## config.mk

```make
export PLATFORM = sky130hd
export DESIGN_NAME = serial_shares_words_tx
export DESIGN_NICKNAME = d
export VERILOG_FILES = /design/src/rtl/serial_shares_words_tx_pkg.sv /design/src/rtl/tx_share_word_cnt.sv /design/src/rtl/serial_shares_words_tx.sv
export SDC_FILE = /design/constraint.sdc
export NUM_CORES = 1
export LEC_CHECK = 0
export ABC_AREA = 1
export BUFFER_PORTS_ARGS = -buffer_cell sky130_fd_sc_hd__buf_2
export CORE_MARGIN = 2
export CORE_UTILIZATION = 30
export CTS_BUF_LIST = sky130_fd_sc_hd__clkbuf_16
export CTS_CLUSTER_SIZE = 8
export DETAILED_ROUTE_END_ITERATION = 6
export PLACE_DENSITY = 0.56
export REMOVE_ABC_BUFFERS = 1
export SYNTH_ARGS = -nofsm -noshare
export SYNTH_HDL_FRONTEND = slang
export SYNTH_SLANG_ARGS = --single-unit
```

## constraint.sdc

```tcl
create_clock -name clk -period 11.5 [get_ports clk]
set_clock_uncertainty 0.2 [all_clocks]
set_input_delay 0.575 -clock clk [delete_from_list [all_inputs] [get_ports clk]]
set_output_delay 0.575 -clock clk [all_outputs]
set_load 0.05 [all_outputs]
```

## src/rtl/serial_shares_words_tx_pkg.sv

```systemverilog
// Shared constants and FSM encoding for the serial share/word transmitter.
package serial_shares_words_tx_pkg;

  localparam int d                   = 2;
  localparam int MAX_WORDS_PER_SHARE = 8;
  localparam int WORD_BITS           = 32;
  localparam int NBITS               = 4;

  typedef enum logic {
    IDLE = 1'b0,
    SEND = 1'b1
  } tx_state_t;

endpackage

```

## src/rtl/tx_share_word_cnt.sv

```systemverilog
// Bounded share/word index counter: walks words 0..bound of each share, share-major.
module tx_share_word_cnt
  import serial_shares_words_tx_pkg::*;
(
  input  logic             clk,
  input  logic             rst,
  input  logic             clear,
  input  logic             inc,
  input  logic [NBITS-1:0] bound,
  output logic [NBITS-1:0] share_idx,
  output logic [NBITS-1:0] word_idx,
  output logic             last
);

  logic last_word;
  logic last_share;

  assign last_word  = (word_idx == bound);
  assign last_share = (share_idx == NBITS'(d - 1));
  assign last       = last_word && last_share;

  // Share index saturates at d-1 so an unexpected extra inc can never wrap.
  always_ff @(posedge clk) begin
    if (rst || clear) begin
      share_idx <= '0;
      word_idx  <= '0;
    end else if (inc) begin
      if (!last_word) begin
        word_idx <= word_idx + NBITS'(1);
      end else begin
        word_idx <= '0;
        if (!last_share) share_idx <= share_idx + NBITS'(1);
      end
    end
  end

endmodule

```

## src/rtl/serial_shares_words_tx.sv

```systemverilog
// Buffers one parallel masked block and streams it out as share-major serial words.
module serial_shares_words_tx
  import serial_shares_words_tx_pkg::*;
(
  input  logic                                     clk,
  input  logic                                     rst,
  input  logic                                     in_valid,
  output logic                                     in_ready,
  input  logic [d*MAX_WORDS_PER_SHARE*WORD_BITS-1:0] in_data,
  input  logic [NBITS-1:0]                         words_per_share_bound,
  output logic                                     out_valid,
  input  logic                                     out_ready,
  output logic [WORD_BITS-1:0]                     out_data,
  output logic [NBITS-1:0]                         out_share_idx,
  output logic [NBITS-1:0]                         out_word_idx,
  output logic                                     out_last,
  output logic                                     busy
);

  function automatic logic [NBITS-1:0] sat_bound(input logic [NBITS-1:0] b);
    return (b > NBITS'(MAX_WORDS_PER_SHARE - 1)) ? NBITS'(MAX_WORDS_PER_SHARE - 1) : b;
  endfunction

  tx_state_t            state;
  logic [WORD_BITS-1:0] buf_mem [d][MAX_WORDS_PER_SHARE];
  logic [NBITS-1:0]     bound_lat;
  logic                 cnt_last;
  logic                 load;
  logic                 xfer;
  logic                 blk_end;
  logic [WORD_BITS-1:0] word_sel;

  assign out_valid = (state == SEND);
  assign busy      = out_valid;
  assign out_last  = out_valid && cnt_last;
  // Accepting on the final transfer gives back-to-back blocks with no bubble.
  assign in_ready  = (state == IDLE) || (out_last && out_ready);
  assign load      = in_valid && in_ready;
  assign xfer      = out_valid && out_ready;
  assign blk_end   = xfer && out_last;

  tx_share_word_cnt u_cnt (
    .clk       (clk),
    .rst       (rst),
    .clear     (load || blk_end),
    .inc       (xfer),
    .bound     (bound_lat),
    .share_idx (out_share_idx),
    .word_idx  (out_word_idx),
    .last      (cnt_last)
  );

  always_comb begin
    word_sel = '0;
    for (int s = 0; s < d; s++) begin
      for (int w = 0; w < MAX_WORDS_PER_SHARE; w++) begin
        if (out_share_idx == NBITS'(s) && out_word_idx == NBITS'(w)) word_sel = buf_mem[s][w];
      end
    end
  end

  assign out_data = word_sel & {WORD_BITS{out_valid}};

  // Buffer is wiped when a block finishes so no share material lingers while idle.
  always_ff @(posedge clk) begin
    if (rst) begin
      state     <= IDLE;
      bound_lat <= '0;
      for (int s = 0; s < d; s++)
        for (int w = 0; w < MAX_WORDS_PER_SHARE; w++)
          buf_mem[s][w] <= '0;
    end else if (load) begin
      state     <= SEND;
      bound_lat <= sat_bound(words_per_share_bound);
      for (int s = 0; s < d; s++)
        for (int w = 0; w < MAX_WORDS_PER_SHARE; w++)
          buf_mem[s][w] <= in_data[(s*MAX_WORDS_PER_SHARE + w)*WORD_BITS +: WORD_BITS];
    end else if (blk_end) begin
      state <= IDLE;
      for (int s = 0; s < d; s++)
        for (int w = 0; w < MAX_WORDS_PER_SHARE; w++)
          buf_mem[s][w] <= '0;
    end
  end

endmodule
```

==> summary.md, run 1 <==
| Metric | Value |
|---|---|
| Hold Crit Class | `input pin to flop` |
| Syn Inst Count | `3,210` |
| Drt total wl | `89,200 um` |
| Worst-Skew Late Latency | `0.61 ns` |
| Global-route wire length before repair | `about 130,000 um` |
| RSZ-0062 raised after global routing | `false` |
| Pleak | `14.2 nW` |
| Total gr overflow | `0` |
| DRC | `0` |
| Post-route clock period utilization | `around 47%` |
| Setup crit end kind | `primary output` |
| Worst Path Arrival | `approximately 4.6 ns` |
| Yosys top cell area share | `roughly 31%` |
| Cts bufs inserted | `76` |
| Slew Viols, Final | `0` |
| Synth warnings | `0` |
| Total global routing track utilization | `20.4%` |
| Syn-to-layout area delta | `24.3%` |
| Synth unique cells | `38` |
| Final setup viols | `0` |
| Total Power | `roughly 0.0047 W` |
| Hold Vio Cnt, Final | `0` |
| Placer's final routability congestion estimate | `between 0.8 and 0.9` |
| Worst-path fanout max | `35` |
| Layout cells sized above 1 | `just over 20%` |
| Syn avg cell area | `approximately 7.7 sq um` |
| Slew HR | `between 15 and 20%` |
| CORE AREA | `roughly 82,000 sq um` |
| Initial DRC count | `roughly 1,700` |
| Die width | `between 200 and 300 um` |
| Final core utilization | `a little under two fifths` |
| Top Ports | `between 500 and 600` |
| Sequential share of the synthesized area | `between 50% and 60%` |
| Port Buffers | `563` |
| First-pass DRT Iterations | `5` |
| DR WL/cell | `18.6 um` |
| CP Data Required Time | `between 10 and 15 ns` |
| Max frequency | `~0.19 GHz` |
| Status | `completed` |
| Yosys top cell by area | `edfxtp_1` |
| Critical path class | `flop to primary output` |
| Max VDD drop | `around 0.00011 V` |
| Number of synthesized register bits | `about 530` |
| Post-CTS sizing | `0` |
| Largest cells by area after synthesis | `edfxtp_1, dfxtp_1, nand2_1` |
| Crit start category | `flop` |
| Via count | `roughly 23,000` |
| Vias in the first global route | `~23,000` |
| Final ANT Viol Nets | `0` |
| Setup_tns | `0 ns` |
| CTS Sinks | `525` |
| Minimum clock period | `approximately 5.4 ns` |
| Worst-path clk slew | `0.05 ns` |
| Post-synthesis cell area | `around 25,000 sq um` |
| Vias per std cell | `just under 5` |
| Die height | `around 290 um` |
| Pin count of the biggest net entering global routing | `220` |
| # nets final | `roughly 4,200` |
| # Max-Cap Violations | `0` |
| CTS root buffer | `clkbuf_16` |
| Std cell rows | `between 100 and 150` |
| Worst Tran Pin Value | `1.24 ns` |
| Clk buf depth | `3` |
| Die Area | `between 80,000 and 90,000 sq um` |
| CTS tree | `done` |
| H-tree levels | `3` |
| DP HPWL | `58,500 um` |
| Cell area power density | `roughly 150 nW/um^2` |
| Initial Util | `between 30% and 40%` |
| Antenna violations before repair | `5` |
critical path, cell delays in order, from the launching register on:
cell and delay (ns):
dfxtp_1 0.34, inv_1 0.14, ha_1 0.18, nand3_2 0.19
inv_2 0.17, nand2_2 0.47, inv_2 0.82, a21oi_1 0.13
nand2_1 0.18, nand2_1 0.07, nand3_1 0.07, nand3_1 0.21
nand3_1 0.16, nand3_1 0.08, nand2_1 0.10, nand2_1 0.06
nand2_1 0.09, nand2_1 0.07, a21oi_1 0.14, buf_2 0.28
area by class of cell:
cell class              count  area (sq um)
clock buffers              77          1930
inverters                 305          1150
multi-input cells        2150          9670
repair buffers            627          3430
clock inverters            44           259
flip-flops and latches    525         13100
well taps                1070          1340
fillers                  8686         51100
diodes                      3          7.51
path summary, 6_finish.rpt:
check	from	endpoint	slack [ns]	cells past startpoint
worst max-delay path	u_cnt.share_idx[0]$_SDFFE_PP0P_	out_data[8]	6.11	19
worst min-delay path	in_data[473]	buf_mem[1][57]$_SDFFE_PP0P_	0.04	3
worst max register to register	u_cnt.share_idx[1]$_SDFFE_PP0P_	buf_mem[1][80]$_SDFFE_PP0P_	6.12	13
worst min register to register	bound_lat[3]$_SDFFE_PP0P_	bound_lat[3]$_SDFFE_PP0P_	0.24	2
through the flow:
stage	setup slack, ns	hold WS, ns	area (sq um)	cells
6_report	6.11	0.0403	30900	4801
5_1_grt	5.65	0.0146	30900	4800
4_1_cts	5.96	0.0000630	30800	4798
3_5_place_dp	6.17	0.234	28300	4644
3_3_place_gp	6.24	0.235	28300	4644
2_1_floorplan	-2.61	0.220	23800	2980
registers in the layout, indices dropped and copies added (netlist names):
signal and flops:
buf_mem 512, busy 1, u_cnt.share_idx 4, u_cnt.word_idx 4, bound_lat 4
synth_stat cells:
cell type and number:
nor3b_1 1, clkbuf_1 121, clkinv_2 1, nand4_1 3, nand3_1 421, clkinv_1 4
xnor2_1 1, inv_2 9, nor3_4 1, a21o_1 7, o21ai_1 7, nor2_2 2
a21oi_1 428, nor2_1 457, o22ai_1 2, nand4_2 1, buf_4 3, or2_2 57
xor2_1 3, nor3_2 1, nand2_1 671, edfxtp_1 256, o211ai_1 8, ha_1 7
a211oi_1 2, a31oi_1 2, a21boi_1 1, nor2_4 3, clkbuf_2 1, o21ai_0 52
nand3_2 1, dfxtp_1 269, buf_1 5, nand2_2 1, nor3_1 6, buf_2 100
inv_1 291, or2_0 4
repair_timing:
| action | in CTS | in global routing |
|---|---|---|
| endpoints found under the hold margin | 33 | 0 |
| hold buffers | 33 | 0 |
| setup endpoints to repair | 0 | 0 |
| buffers inserted | 0 | 0 |
cell usage in the layout (no fill, tap or decap), types with 2 or more instances in the layout:
master,synthesis,layout
a211oi_1,2,2
a21o_1,7,7
a21oi_1,428,428
a31oi_1,2,2
buf_12,0,4
buf_2,100,563
buf_4,3,27
clkbuf_16,0,77
clkinv_1,4,2
clkinv_16,0,2
dfxtp_1,269,269
diode_2,0,3
dlygate4sd3_1,0,33
edfxtp_1,256,256
ha_1,7,7
inv_1,291,326
inv_16,0,2
inv_2,9,13
nand2_1,671,663
nand2_2,1,7
nand2_4,0,2
nand3_1,421,421
nand4_1,3,3
nor2_1,457,453
nor2_2,2,2
nor2_4,3,7
nor3_1,6,5
nor3_2,1,2
o211ai_1,8,8
o21ai_0,52,52
o21ai_1,7,7
o22ai_1,2,2
or2_0,4,4
or2_2,57,57
xor2_1,3,3
cell families after synthesis:
logic type	after synthesis	synth area share [%]
xor gates and xnor gates	4	0.141
and+or+nand+nor	1630	27.7
adders and majority gates	7	0.353
buffers and inverters	535	8.65
AOI/OAI and AO/OA	509	10.5
DFF	525	52.7
report_power, final:
group	internal [W]	total (W)	leakage, nW	switching [W]
sequential	0.00210	0.00214	4.97	0.0000437
combinational	0.000165	0.000478	8.07	0.000313
clock	0.00120	0.00207	1.20	0.000862
per-layer routing:
layer  vias to the layer above  routed length [um]  global-route usage (%)
met5                         -                  27                       0
met4                         4                2670                    6.70
met3                       155                4950                    2.82
met2                       793               42100                    34.2
met1                     10848               39400                    27.1
li1                      11360                   -                       -
No activity file was read; power rests on OpenSTA's default activity.
==> run 2: changes to the inputs <==
- PLACE_DENSITY: 0.56 -> 0.58
- clock period: 11.5 -> 4.5 ns (I/O delays scaled with it)
==> run 2 against run 1 <==
Non-clock buffer count up 531; die area unchanged; utilization up 6.6 points; total power rose to 2.6 times the previous value; clock-buffer cell count up 1; worst setup slack worse by 5.9 ns; routed wire length up 14%; via count up 11%; sequential power rose to 2.6 times the previous value; largest power group unchanged.
==> summary.md, run 2 (synthesized netlist as in run 1, its figures left out) <==
| Metric | Value |
|---|---|
| Status | `completed` |
| CORE AREA | `about 80,000 sq um` |
| Vias per std cell | `just under 5` |
| Slew HR | `a little under a third` |
| Worst Tran Pin Value | `about 1.0 ns` |
| Reg with most FFs | `buf_mem` |
| Hold Vio Cnt, Final | `0` |
| R2R setup slack | `just over 0.9 ns` |
| Hold Crit Class | `input pin to flop` |
| First-pass DRT Iterations | `5` |
| Top Ports | `between 500 and 600` |
| # Max-Cap Violations | `0` |
| Fillcell total | `slightly below 8,000` |
| Final setup viols | `0` |
| Worst-path fanout max | `24` |
| Initial DRC count | `~2,000` |
| Die Area | `between 80,000 and 90,000 sq um` |
| Total gr overflow | `0` |
| Die width | `between 200 and 300 um` |
| Post-DP Area | `~29,000 sq um` |
| H-tree levels | `3` |
| Most frequent cells in the layout | `nand2_1, buf_2, dlygate4sd3_1, nor2_1, a21oi_1` |
| Worst path top cell family by delay | `simple AND/OR/NAND/NOR gates` |
| Buffers plus inverters on the worst setup path | `5` |
| Dpl cells | `around 4,700` |
| Max frequency | `0.233 GHz` |
| Most used cell, CP | `nand2_1` |
| Slew Viols, Final | `0` |
| Critical path startpoint | `u_cnt.share_idx[0]$_SDFFE_PP0P_` |
| Port Buffers | `~560` |
| Cts bufs inserted | `between 70 and 80` |
| CTS Sinks | `525` |
| Antenna violations before repair | `6` |
| Most common cell after layout, fill and taps aside | `nand2_1` |
| DR WL/cell | `roughly 19 um` |
| Via count | `25,661` |
| Syn-to-layout area delta | `46.0%` |
| Setup crit end kind | `primary output` |
| Total global routing track utilization | `a little under a quarter` |
| Layout cells sized above 1 | `19.1%` |
| CP peak stage delay | `between 0.3 and 0.4 ns` |
| Hold Crit Start | `in_valid` |
| CTS root buffer | `clkbuf_16` |
| Cell Count, Final, Fillers Out | `between 5,000 and 6,000` |
| Max VDD drop | `around 0.00027 V` |
| DRC | `0` |
| Pin count of the biggest net entering global routing | `between 150 and 200` |
| Post-Layout Inst Area | `~36,000 sq um` |
| Minimum clock period | `roughly 4.3 ns` |
| Cell area power density | `341 nW/um^2` |
| DP HPWL | `about 64,000 um` |
| CP cell instances | `inv_1 > ha_1 > nand3_2 > inv_2 > nand2_1 > inv_4 > buf_4 > a21oi_1 > nand2_1 > nand2_1 > a21o_1 > nand3_1 > nand3_1 > nand2_1 > nand2_1 > nand2_1 > nand2_1 > nand2_1 > nand2_1 > a21oi_1 > buf_2` |
| Vias in the first global route | `around 26,000` |
| Pleak | `~17 nW` |
| CP Data Required Time | `4.07 ns` |
| CP max-delay cell | `dfxtp_1` |
| RSZ-0062 raised after global routing | `true` |
| Worst-path clk slew | `around 0.050 ns` |
| Critical path class | `flop to primary output` |
| # nets final | `between 4,000 and 5,000` |
| Worst-Skew Late Latency | `about 0.60 ns` |
| Die height | `292 um` |
| WHS | `around 0.19 ns` |
| Fin worst setup slack | `roughly 0.2 ns` |
| Final ANT Viol Nets | `0` |
| Crit start category | `flop` |
| Global-route wire length before repair | `roughly 150,000 um` |
| Std cell rows | `around 110` |
| Max reg flops | `a little over 500` |
| Placer's final routability congestion estimate | `around 0.84` |
| Post-route clock period utilization | `95.5%` |
| Initial Util | `30.3%` |
| Worst r2r src | `u_cnt.word_idx[2]$_SDFFE_PP0P_` |
| Total Power | `between 0.01 and 0.015 W` |
| CTS tree | `done` |
| Clk buf depth | `3` |
| Drt total wl | `between 100,000 and 150,000 um` |
| Worst Path Arrival | `3.87 ns` |
| Pre-CTS WS | `roughly 0.61 ns` |
==> run 2: cell count changes in the layout (fill, tap and decap cells not counted), moves of 3 or more <==
cell | before | now
dlygate4sd3_1 | 33 | 525
buf_4 | 27 | 55
buf_12 | 4 | 16
buf_2 | 563 | 559
inv_2 | 13 | 9
inv_4 | 0 | 4
clkinv_8 | 0 | 3
==> run 2: area by class of cell <==
cell class	instances	area [sq um]	area share, %
Sequential cell	525	13100	36.1
Multi-Input combinational cell	2150	9670	26.7
Timing Repair Buffer	1158	8810	24.3
Clock buffer	78	1950	5.39
Tap cell	1070	1340	3.69
Inverter	305	1170	3.24
Clock inverter	44	209	0.577
Antenna cell	3	7.51	0.0207
==> run 2: worst paths after layout <==
kind / to / cells past startpoint
worst max-delay path: out_data[29] / 21
worst min-delay path: buf_mem[1][35]$_SDFFE_PP0P_ / 6
worst max register to register: buf_mem[1][187]$_SDFFE_PP0P_ / 11
worst min register to register: bound_lat[3]$_SDFFE_PP0P_ / 2
==> run 2: routing by layer <==
| metal | share of wire, % | GRT usage, % |
|---|---|---|
| met4 | 3.5 | 8.50 |
| met3 | 6.1 | 3.71 |
| met2 | 47 | 39.2 |
| met5 | 0.042 | 0 |
| met1 | 43 | 30.4 |
==> run 2: worst reg2reg max path, stage by stage, from the launching register on <==
cell and delay [ns]:
dfxtp_1 0.46, nor2_1 0.10, nor3_2 0.18, nand4_2 0.18, nor2_2 0.28, inv_2 0.07
nor2_1 0.18, nor2_2 0.12, nor2_4 0.31, buf_4 0.83, nand3_1 0.39, a21oi_1 0.22
==> run 2: report_power, final <==
part / leakage (nW) / internal, W / total (W) / switching (W)
Clock: 1.19 / 0.00309 / 0.00526 / 0.00217
Sequential: 4.97 / 0.00536 / 0.00548 / 0.000123
Combinational: 10.4 / 0.000716 / 0.00160 / 0.000884
==> run 2: per-stage QoR <==
step           util (%)  setup TNS (ns)
2_1_floorplan         -        -6488.30
4_1_cts            44.1               0
6_report           44.2               0
3_3_place_gp       35.0               0
3_5_place_dp       35.0               0
5_1_grt            44.2         -0.0207
==> run 2: what timing repair did <==
item                       CTS  global route
setup buffers                4             0
resized for setup            1            25
hold endpoints to repair   522             0
hold buffers               525             0
gates cloned                 0             0
setup endpoints to repair    3            32
pin swaps                    1             0
